**config.mk**
```make
export PLATFORM = sky130hd
export DESIGN_NAME = dense_layer_seq_flat
export DESIGN_NICKNAME = d
export VERILOG_FILES = /design/src/rtl/dense_layer_seq_if.sv /design/src/rtl/dense_layer_seq.sv /design/src/flat_wrapper.sv
export SDC_FILE = /design/constraint.sdc
export NUM_CORES = 1
export LEC_CHECK = 0
export CAP_MARGIN = 20
export CORE_UTILIZATION = 41
export DETAILED_ROUTE_END_ITERATION = 12
export GPL_ROUTABILITY_DRIVEN = 0
export PLACE_DENSITY = 0.69
export SYNTH_ARGS = -nofsm -noshare
export SYNTH_HDL_FRONTEND = slang
export SYNTH_SLANG_ARGS = --single-unit
```
**constraint.sdc**
```tcl
create_clock -name clk -period 11.15 [get_ports clk]
set_input_delay 1.115 -clock clk [delete_from_list [all_inputs] [get_ports clk]]
set_output_delay 1.115 -clock clk [all_outputs]
set_load 0.1 [all_outputs]
```
**src/rtl/dense_layer_seq_if.sv**
```systemverilog
// -----------------------------------------------------------------------------
// dense_layer_seq_if
//   Handshake / data bundle for the sequential dense layer.
//   master : the upstream controller (loads parameters, starts runs)
//   slave  : the dense layer itself
//
//   wr_en / wr_addr / wr_data : parameter memory write port
//   start / act_mode / x_in   : run request, activation select, input vector
//   busy / done / y_out       : run status and output vector
// -----------------------------------------------------------------------------
interface dense_layer_seq_if #(
  parameter int N_IN  = 2,
  parameter int N_OUT = 4,
  parameter int DW    = 8,
  parameter int AW    = ($clog2(N_OUT * (N_IN + 1)) > 0) ? $clog2(N_OUT * (N_IN + 1)) : 1
);

  logic                  wr_en;
  logic [AW-1:0]         wr_addr;
  logic [DW-1:0]         wr_data;
  logic                  start;
  logic                  act_mode;
  logic [N_IN*DW-1:0]    x_in;
  logic                  busy;
  logic                  done;
  logic [N_OUT*DW-1:0]   y_out;

  modport master (
    output wr_en, wr_addr, wr_data, start, act_mode, x_in,
    input  busy, done, y_out
  );

  modport slave (
    input  wr_en, wr_addr, wr_data, start, act_mode, x_in,
    output busy, done, y_out
  );

endinterface

```
**src/rtl/dense_layer_seq.sv**
```systemverilog
// -----------------------------------------------------------------------------
// dense_layer_seq
//   Sequential fully-connected layer. One shared multiply-accumulate unit walks
//   the neurons in order and computes
//     y[j] = act(sat(((sum_i w[j][i]*x[i]) + (b[j] << FRAC)) >>> FRAC))
//   with act = identity or ReLU, chosen per run.
//
//   Ports
//     clk  : clock, rising edge
//     rst  : asynchronous, active-low reset (clears outputs and parameter RAM)
//     bus  : dense_layer_seq_if.slave
//              wr_en/wr_addr/wr_data  parameter write (only while idle)
//              start/act_mode/x_in    run request, sampled while idle
//              busy/done/y_out        status and result vector
//
//   Parameter memory layout: neuron j weight i at j*(N_IN+1)+i,
//   bias j at j*(N_IN+1)+N_IN. Walking the addresses linearly therefore visits
//   each neuron's weights followed by its bias, which is exactly the MAC/FIN
//   order, so a single incrementing pointer addresses the memory.
//
//   Latency: N_OUT*(N_IN+1) cycles from the start-accept edge to done.
// -----------------------------------------------------------------------------
module dense_layer_seq #(
  parameter int N_IN  = 2,
  parameter int N_OUT = 4,
  parameter int DW    = 8,
  parameter int FRAC  = 4,
  parameter int AW    = ($clog2(N_OUT * (N_IN + 1)) > 0) ? $clog2(N_OUT * (N_IN + 1)) : 1
) (
  input  logic              clk,
  input  logic              rst,
  dense_layer_seq_if.slave  bus
);

  localparam int DEPTH = N_OUT * (N_IN + 1);
  // Worst-case sum of N_IN full-precision products plus headroom: the running
  // sum can never overflow, so saturation only has to happen once, at FIN.
  localparam int ACC_W = 2 * DW + $clog2(N_IN + 1) + 1;
  // One extra bit so adding the shifted bias cannot wrap either.
  localparam int SW    = ACC_W + 1;
  localparam int IW    = (N_IN  > 1) ? $clog2(N_IN)  : 1;
  localparam int JW    = (N_OUT > 1) ? $clog2(N_OUT) : 1;

  localparam logic [AW:0]          DEPTH_A = (AW + 1)'(DEPTH);
  localparam logic [IW-1:0]        I_LAST  = IW'(N_IN - 1);
  localparam logic [JW-1:0]        J_LAST  = JW'(N_OUT - 1);
  localparam logic signed [SW-1:0] Y_MAX   = SW'((2 ** (DW - 1)) - 1);
  localparam logic signed [SW-1:0] Y_MIN   = ~Y_MAX;

  typedef enum logic [1:0] {
    S_IDLE,
    S_MAC,
    S_FIN
  } state_t;

  // ---------------------------------------------------------------------------
  // State
  // ---------------------------------------------------------------------------
  state_t                  state_q;
  logic signed [DW-1:0]    mem      [DEPTH];
  logic signed [DW-1:0]    x_q      [N_IN];
  logic                    act_q;
  logic [IW-1:0]           i_q;
  logic [JW-1:0]           j_q;
  logic [AW-1:0]           ptr_q;
  logic signed [ACC_W-1:0] acc_q;
  logic                    busy_q;
  logic                    done_q;
  logic [N_OUT*DW-1:0]     y_q;

  // A write accepted on the same edge as start must not affect that run.
  // Instead of stalling, remember the overwritten entry and serve it to the
  // run in place of the new memory contents.
  logic                    pend_vld_q;
  logic [AW-1:0]           pend_addr_q;
  logic signed [DW-1:0]    pend_old_q;

  // ---------------------------------------------------------------------------
  // Combinational datapath
  // ---------------------------------------------------------------------------
  logic                    wr_ok;
  logic signed [DW-1:0]    rd_data;
  logic signed [2*DW-1:0]  prod;
  logic signed [SW-1:0]    bias_s;
  logic signed [SW-1:0]    sum_s;
  logic signed [SW-1:0]    shr_s;
  logic signed [SW-1:0]    relu_s;
  logic signed [SW-1:0]    sat_s;
  logic signed [DW-1:0]    y_val;

  assign wr_ok = bus.wr_en && !busy_q && ({1'b0, bus.wr_addr} < DEPTH_A);

  // NOTE: every signal driven in always_comb gets a default assignment first,
  // so no path through the block can leave it unassigned and infer a latch.
  always_comb begin
    rd_data = mem[ptr_q];
    if (pend_vld_q && (pend_addr_q == ptr_q)) begin
      rd_data = pend_old_q;
    end
  end

  // Full-precision signed product: both operands signed, result sized 2*DW.
  assign prod   = rd_data * x_q[i_q];

  // In FIN the pointer sits on the bias entry of neuron j.
  assign bias_s = SW'(rd_data) <<< FRAC;
  assign sum_s  = SW'(acc_q) + bias_s;
  assign shr_s  = sum_s >>> FRAC;               // floor toward -inf
  assign relu_s = (act_q && shr_s[SW-1]) ? '0 : shr_s;

  always_comb begin
    sat_s = relu_s;
    if (relu_s > Y_MAX) begin
      sat_s = Y_MAX;
    end else if (relu_s < Y_MIN) begin
      sat_s = Y_MIN;
    end
  end

  assign y_val = sat_s[DW-1:0];

  // ---------------------------------------------------------------------------
  // Parameter memory
  // ---------------------------------------------------------------------------
  // NOTE: this memory is deliberately reset (a cleared network must produce
  // zeros after reset); that forces flops instead of a RAM macro, which is
  // acceptable for the small parameter sets this block is sized for.
  always_ff @(posedge clk or negedge rst) begin
    if (!rst) begin
      for (int a = 0; a < DEPTH; a++) begin
        mem[a] <= '0;
      end
    end else if (wr_ok) begin
      mem[bus.wr_addr] <= bus.wr_data;
    end
  end

  // ---------------------------------------------------------------------------
  // Control FSM with registered outputs
  // ---------------------------------------------------------------------------
  // NOTE: sequential state uses non-blocking assignments so every register
  // samples the pre-edge values of the others, independent of statement order.
  always_ff @(posedge clk or negedge rst) begin
    if (!rst) begin
      state_q     <= S_IDLE;
      act_q       <= 1'b0;
      i_q         <= '0;
      j_q         <= '0;
      ptr_q       <= '0;
      acc_q       <= '0;
      busy_q      <= 1'b0;
      done_q      <= 1'b0;
      y_q         <= '0;
      pend_vld_q  <= 1'b0;
      pend_addr_q <= '0;
      pend_old_q  <= '0;
      for (int k = 0; k < N_IN; k++) begin
        x_q[k] <= '0;
      end
    end else begin
      done_q <= 1'b0;

      unique case (state_q)
        S_IDLE: begin
          if (bus.start) begin
            for (int k = 0; k < N_IN; k++) begin
              x_q[k] <= bus.x_in[k*DW +: DW];
            end
            act_q       <= bus.act_mode;
            acc_q       <= '0;
            i_q         <= '0;
            j_q         <= '0;
            ptr_q       <= '0;
            busy_q      <= 1'b1;
            pend_vld_q  <= wr_ok;
            pend_addr_q <= bus.wr_addr;
            pend_old_q  <= mem[bus.wr_addr];
            state_q     <= S_MAC;
          end
        end

        S_MAC: begin
          acc_q <= acc_q + ACC_W'(prod);
          ptr_q <= ptr_q + 1'b1;
          if (i_q == I_LAST) begin
            i_q     <= '0;
            state_q <= S_FIN;
          end else begin
            i_q <= i_q + 1'b1;
          end
        end

        S_FIN: begin
          y_q[j_q*DW +: DW] <= y_val;
          ptr_q             <= ptr_q + 1'b1;
          if (j_q == J_LAST) begin
            busy_q     <= 1'b0;
            done_q     <= 1'b1;
            pend_vld_q <= 1'b0;
            state_q    <= S_IDLE;
          end else begin
            j_q     <= j_q + 1'b1;
            i_q     <= '0;
            acc_q   <= '0;
            state_q <= S_MAC;
          end
        end

        default: begin
          state_q <= S_IDLE;
        end
      endcase
    end
  end

  assign bus.busy  = busy_q;
  assign bus.done  = done_q;
  assign bus.y_out = y_q;

endmodule

```
**src/flat_wrapper.sv**
```systemverilog
// flat-port wrapper written by rule: the top's interface ports become plain ports
module dense_layer_seq_flat 
#(
  parameter int N_IN  = 2,
  parameter int N_OUT = 4,
  parameter int DW    = 8,
  parameter int FRAC  = 4,
  parameter int AW    = ($clog2(N_OUT * (N_IN + 1)) > 0) ? $clog2(N_OUT * (N_IN + 1)) : 1
)
  (clk, rst, bus_wr_en, bus_wr_addr, bus_wr_data, bus_start, bus_act_mode, bus_x_in, bus_busy, bus_done, bus_y_out);
  dense_layer_seq_if #(.N_IN(N_IN), .N_OUT(N_OUT), .DW(DW), .AW(AW)) bus_i ();
  input  logic clk;
  input  logic rst;
  input wire logic [$bits(bus_i.wr_en)-1:0] bus_wr_en;
  input wire logic [$bits(bus_i.wr_addr)-1:0] bus_wr_addr;
  input wire logic [$bits(bus_i.wr_data)-1:0] bus_wr_data;
  input wire logic [$bits(bus_i.start)-1:0] bus_start;
  input wire logic [$bits(bus_i.act_mode)-1:0] bus_act_mode;
  input wire logic [$bits(bus_i.x_in)-1:0] bus_x_in;
  output wire logic [$bits(bus_i.busy)-1:0] bus_busy;
  output wire logic [$bits(bus_i.done)-1:0] bus_done;
  output wire logic [$bits(bus_i.y_out)-1:0] bus_y_out;
  assign bus_i.wr_en = bus_wr_en;
  assign bus_i.wr_addr = bus_wr_addr;
  assign bus_i.wr_data = bus_wr_data;
  assign bus_i.start = bus_start;
  assign bus_i.act_mode = bus_act_mode;
  assign bus_i.x_in = bus_x_in;
  assign bus_busy = bus_i.busy;
  assign bus_done = bus_i.done;
  assign bus_y_out = bus_i.y_out;
  dense_layer_seq #(.N_IN(N_IN), .N_OUT(N_OUT), .DW(DW), .FRAC(FRAC), .AW(AW)) u_core (.clk(clk), .rst(rst), .bus(bus_i));
endmodule
```
Yosys cells after proc, flatten, opt, wreduce, memory -nomap -nowiden

Cells that the tools add are included.

Flip-flop bits (word level): 188
Output and inout bits: 34
Word-level logic and storage cells: 110

$add $sub $neg: 6
Multiply operators: 1
$lt $le $gt $ge: 7
Equal/unequal tests: 8
Shift-type cells: 2
Muxes and demuxes: 40
Bitwise operators: 3
Reduce and logical (&&, ||, !) cells: 17

Operator list:

| operator                  | count |
|---|---|
| $bwmux W96                | 1 |
| $mux W8                   | 11 |
| $bmux W8 S4               | 2 |
| $pmux W19 S3              | 1 |
| $mux W19                  | 2 |
| $neg A5 Y34               | 1 |
| $shift A8 B34 Y32 const A | 1 |
| $shiftx A8 B34 Y32        | 1 |
| $bwmux W32                | 1 |
| $demux W8 S4              | 1 |
| $add A19 B12 Y20          | 1 |
| $gt A20 B8 Y1 const B     | 1 |
| $lt A20 B8 Y1 const B     | 1 |
| $mux W20                  | 1 |
| $add A19 B16 Y19          | 1 |
| $mul A8 B8 Y16            | 1 |
| $ge A5 B5 Y1 const B      | 2 |
| $not A4 Y5                | 2 |
| $mux W1                   | 9 |
| $reduce_and A3 Y1         | 3 |
| $mux W2                   | 4 |
| $pmux W4 S2               | 1 |
| $pmux W2 S3               | 1 |
| $reduce_and A2 Y1         | 3 |
| other kinds (22)          | 31 |

Depth between registers and ports, before layout

Depth after elaboration: 13
Mapped depth: 27

Worst setup path before layout

No wires, ideal clock.

Kind: reg2reg
From: register u_core.ptr_q[0]
To: register u_core.acc_q[14]
Arrival: 6.710 ns
Data required time: 11.028 ns
Slack: 4.318 ns
Cell stages (with the launch flop): 23
Path buffers: 3
Cell sequence: dfrtp_1 -> buf_2 -> buf_2 -> xor2_1 -> nor4_1 -> buf_2 -> mux2i_1 -> nor2b_1 -> inv_1 -> fa_1 -> inv_1 -> fa_1 -> fa_1 -> fa_1 -> fa_1 -> ha_1 -> or2_1 -> nand2_1 -> a21oi_1 -> o41a_1 -> a21o_1 -> a211o_1 -> a32o_1

Longest elaborated chain between the ends: 8
Elaborated cells on any way between the ends: 10
Those cells by class: 1 x add/sub; 1 x mul; 1 x eq/ne; 5 x mux; 1 x bitwise; 1 x reduce/logical

Ends and longest elaborated chain:

| what                                        | RTL line               | source |
|---|---|---|
| start: declaration                          | dense_layer_seq.sv:65  | `logic [AW-1:0] ptr_q;` |
| start signal: assignment                    | dense_layer_seq.sv:184 | `ptr_q <= ptr_q + 1'b1;` |
| start signal: assignment                    | dense_layer_seq.sv:195 | `ptr_q <= ptr_q + 1'b1;` |
| $not A4 Y5 (not written as such)            | dense_layer_seq.sv:96  | `rd_data = mem[ptr_q];` |
| $bmux W8 S4                                 | dense_layer_seq.sv:96  |  |
| $mux W8 (not written as such) (2 in series) | dense_layer_seq.sv:96  |  |
| $mux W8 *                                   | dense_layer_seq.sv:97  | `if (pend_vld_q && (pend_addr_q == ptr_q)) begin` |
| $mul A8 B8 Y16 *                            | dense_layer_seq.sv:103 | `assign prod = rd_data * x_q[i_q];` |
| $add A19 B16 Y19 *                          | dense_layer_seq.sv:183 | `acc_q <= acc_q + ACC_W'(prod);` |
| $pmux W19 S3 *                              | dense_layer_seq.sv:163 | `unique case (state_q)` |
| end signal: assignment                      | dense_layer_seq.sv:183 |  |
| end: declaration                            | dense_layer_seq.sv:66  | `logic signed [ACC_W-1:0] acc_q;` |

Mark *: on every way between the ends. The rest lies on a longest branch, timed or not. The select of a mux whose other input is x is not followed.
A chain may end at the register's enable or synchronous reset.

Worst setup path after layout

From: register u_core.ptr_q[0]
To: register u_core.acc_q[17]

Same word-level chain as after synthesis.

==> results.toml <==
[floorplanning]
rows = 65
die_h_um = 182
fp.dieW_um = 182
ios = 67
die_area_um2 = 33200
start_util = 0.420
core_um2 = 31700

[sta]
clock-skew-final_ps = 15.0
final.setup.tns_ps = 0
final-setup-viol-count = 0
fmaxAchievable_mhz = 131
fin_crit_ps = 7640
timing_hold_violations_final = 0
rsz0062_at_grt = "no"
post-route-period-util = 0.686
hold_ws_ps = 484
maxSlewViolCount = 0
tightest_slew_ps = 958
slew_headroom = 0.343

[grt]
grt_pass1_vias = 9623
grt_max_degree = 69
grt_use_total = 0.190
grt_pass1_wl_mm = 49.7
grt_overflow = 0
antenna_found_initial = 0

[final_layout]
design_area_um2 = 15000
diodes = 0
areaGrowthSynthToFinish_pct = 12.5
fill_cells = 2831
drive_gt1_frac = 0.197
fin_util = 0.472
nNetsFinal = 1398

[worst_hold_path]
hp-class = "reg -> reg"

[placement]
portBuffers = 66
dpl.hpwl_mm = 22.4
post_dp_cell_area_um2 = 14400

[yosys]
synth_warnings = 0
synth_edf_count = 0
yosysSeqAreaShare = 0.353
yosysMostFrequentCell = "dfrtp_1"
synth_nets = 1350
synth_area_leaders = "dfrtp_1 (35%), fa_1 (13%), mux2_2 (10%), mux4_2 (8.1%), ha_1 (6.5%)"
synth_top_cell_by_area = "dfrtp_1"
synth_area_um2 = 13300
synth_top_area_share = 0.353
synth-main-ff-cell = "dfrtp_1"
synth_cells = 1163
synthTopCellsByCount = "dfrtp_1 (188), mux2_2 (121), nand2_1 (111)"
synth-async-reset-ratio = 1.00
syn_avg_cell_area_um2 = 11.4
ys_types = 63
ys_ff_latch = 188

[routing]
drc = 0
ant_nets = 0
drt_iter0_drc = 617
wl_per_cell_um = 18.3
drt_wl_total_mm = 29.8
drt_first_pass_iters = 4
routed_via_density = 5.56
vias = 9038

[pwr]
ir_drop_mv = 0.179
cellPowerDensity_nw_per_um2 = 235
p_leak_uw = 0.00699
total_power_uw = 3520

[clock_network]
clock_path_buffers = 2
postCtsHoldBufs = 0
cts_sinks = 188
cts_buffers = 17
clk_pin_slew_ps = 80
clock_latency_ps = 440
ctsHtreeMaxLevel = 4
cts_tree = "done"
post-cts-setup-buffer-count = 0
post_cts_resized = 0
cts_root_buffer = "clkbuf_16"

[critical_path]
critPathKind = "reg -> reg"
required_ps = 11450
cp-start-kind = "flop"
crit_chain = "buf_4 > mux4_2 > mux2i_1 > o22ai_1 > mux2i_1 > nor2b_1 > buf_4 > inv_1 > fa_1 > inv_1 > fa_1 > fa_1 > fa_1 > fa_1 > ha_1 > a2111oi_0 > nor3_1 > nor3_1 > o31ai_1 > xnor2_1 > o21ai_1"
cp-end-kind = "flop"
crit_top_cell = "fa_1"
path_buf_inv = 4
slowest_stage = "dfrtp_1"
crit_arrival_ps = 7950
max_stage_delay_ps = 890
critical_path.top_delay_family = "adder cells"
worst-path-max-fanout = 15

[run]
maxCapViolations = 0

[run_status]
status = "complete, no violations"
## worst register-to-register path, delay by kind of cell, from the launching register on
| family | cells | cell delay (ps) |
|---|---|---|
| compound gates | 4 | 960 |
| xor+xnor | 1 | 140 |
| fa+ha+maj | 6 | 2730 |
| buf+inv | 4 | 850 |
| flops | 1 | 890 |
| mux | 3 | 1330 |
| simple gates | 3 | 630 |
## power by group
part	switching, uW	total (uW)	internal (uW)
clock	290	645	355
sequential	101	887	786
combinational	1170	1990	820
## cell usage in the layout (no fill, tap or decap), drive strengths merged, types with 19 or more instances in the layout
cell / synthesis / routed
o311ai: 28 / 28
nand2: 111 / 111
mux4: 48 / 48
dfrtp: 188 / 188
ha: 69 / 69
fa: 85 / 85
clkdlybuf4s50: 0 / 64
mux2: 121 / 121
mux2i: 31 / 31
clkbuf: 30 / 21
nor2: 62 / 62
o21ai: 48 / 48
nor2b: 19 / 19
a21oi: 32 / 32
inv: 115 / 120
xnor2: 20 / 20
## logic make-up after synthesis
kind of cell	Yosys count	share of synthesized area
muxes	200	0.207
and+or+nand+nor	260	0.0892
adders and majority gates	154	0.193
xor gates and xnor gates	34	0.0238
DFF	188	0.353
buffers and inverters	164	0.0482
AOI/OAI and AO/OA	163	0.0856
## worst paths after layout
check | from | to | slack, ps | depth (start not counted)
max in group asynchronous | rst | u_core.mem[45] | 8480 | 3
max | u_core.ptr_q[0] | u_core.acc_q[17] | 3510 | 21
min | u_core.pend_old_q[1] | u_core.pend_old_q[1] | 480 | 2
min reg2reg | u_core.pend_old_q[1] | u_core.pend_old_q[1] | 480 | 2
min in group asynchronous | rst | u_core.bus.y_out[19] | 670 | 1
max reg2reg | u_core.ptr_q[0] | u_core.acc_q[17] | 3510 | 21
## cell type report
cell class | count | area, um^2 | area share
flip-flops and latches | 188 | 4700 | 0.314
well taps | 402 | 503 | 0.0336
clock buffers | 20 | 467 | 0.0312
inverters | 115 | 432 | 0.0288
repair buffers | 78 | 749 | 0.0500
multi-input cells | 811 | 7970 | 0.532
clock inverters | 12 | 151 | 0.0101
## flip-flops by register name (all words and copies together) (netlist names)
signal,cells
u_core.bus.busy,1
u_core.pend_vld_q,1
u_core.acc_q,19
u_core.pend_addr_q,4
u_core.act_q,1
u_core.ptr_q,4
u_core.i_q,1
u_core.pend_old_q,8
u_core.j_q,2
u_core.bus.done,1
u_core.mem,96
u_core.state_q,2
u_core.x_q,16
u_core.bus.y_out,32
## per-stage QoR
stage                     worst slack (ps)  instances
after floorplan                       4320       1163
after global placement                3400       1593
after detailed placement              3290       1593
after CTS                             3260       1625
after global routing                  2990       1626
final                                 3510       1626
## routing by layer
metal  vias to the layer above  GRT usage  wire length (um)
li1                       4175          -                 -
met1                      4614      0.249             13100
met2                       219      0.329             15000
met3                        30     0.0253              1170
met4                         0     0.0575               441
met5                         -          0                 0
Power figures use the tool's default switching activity.
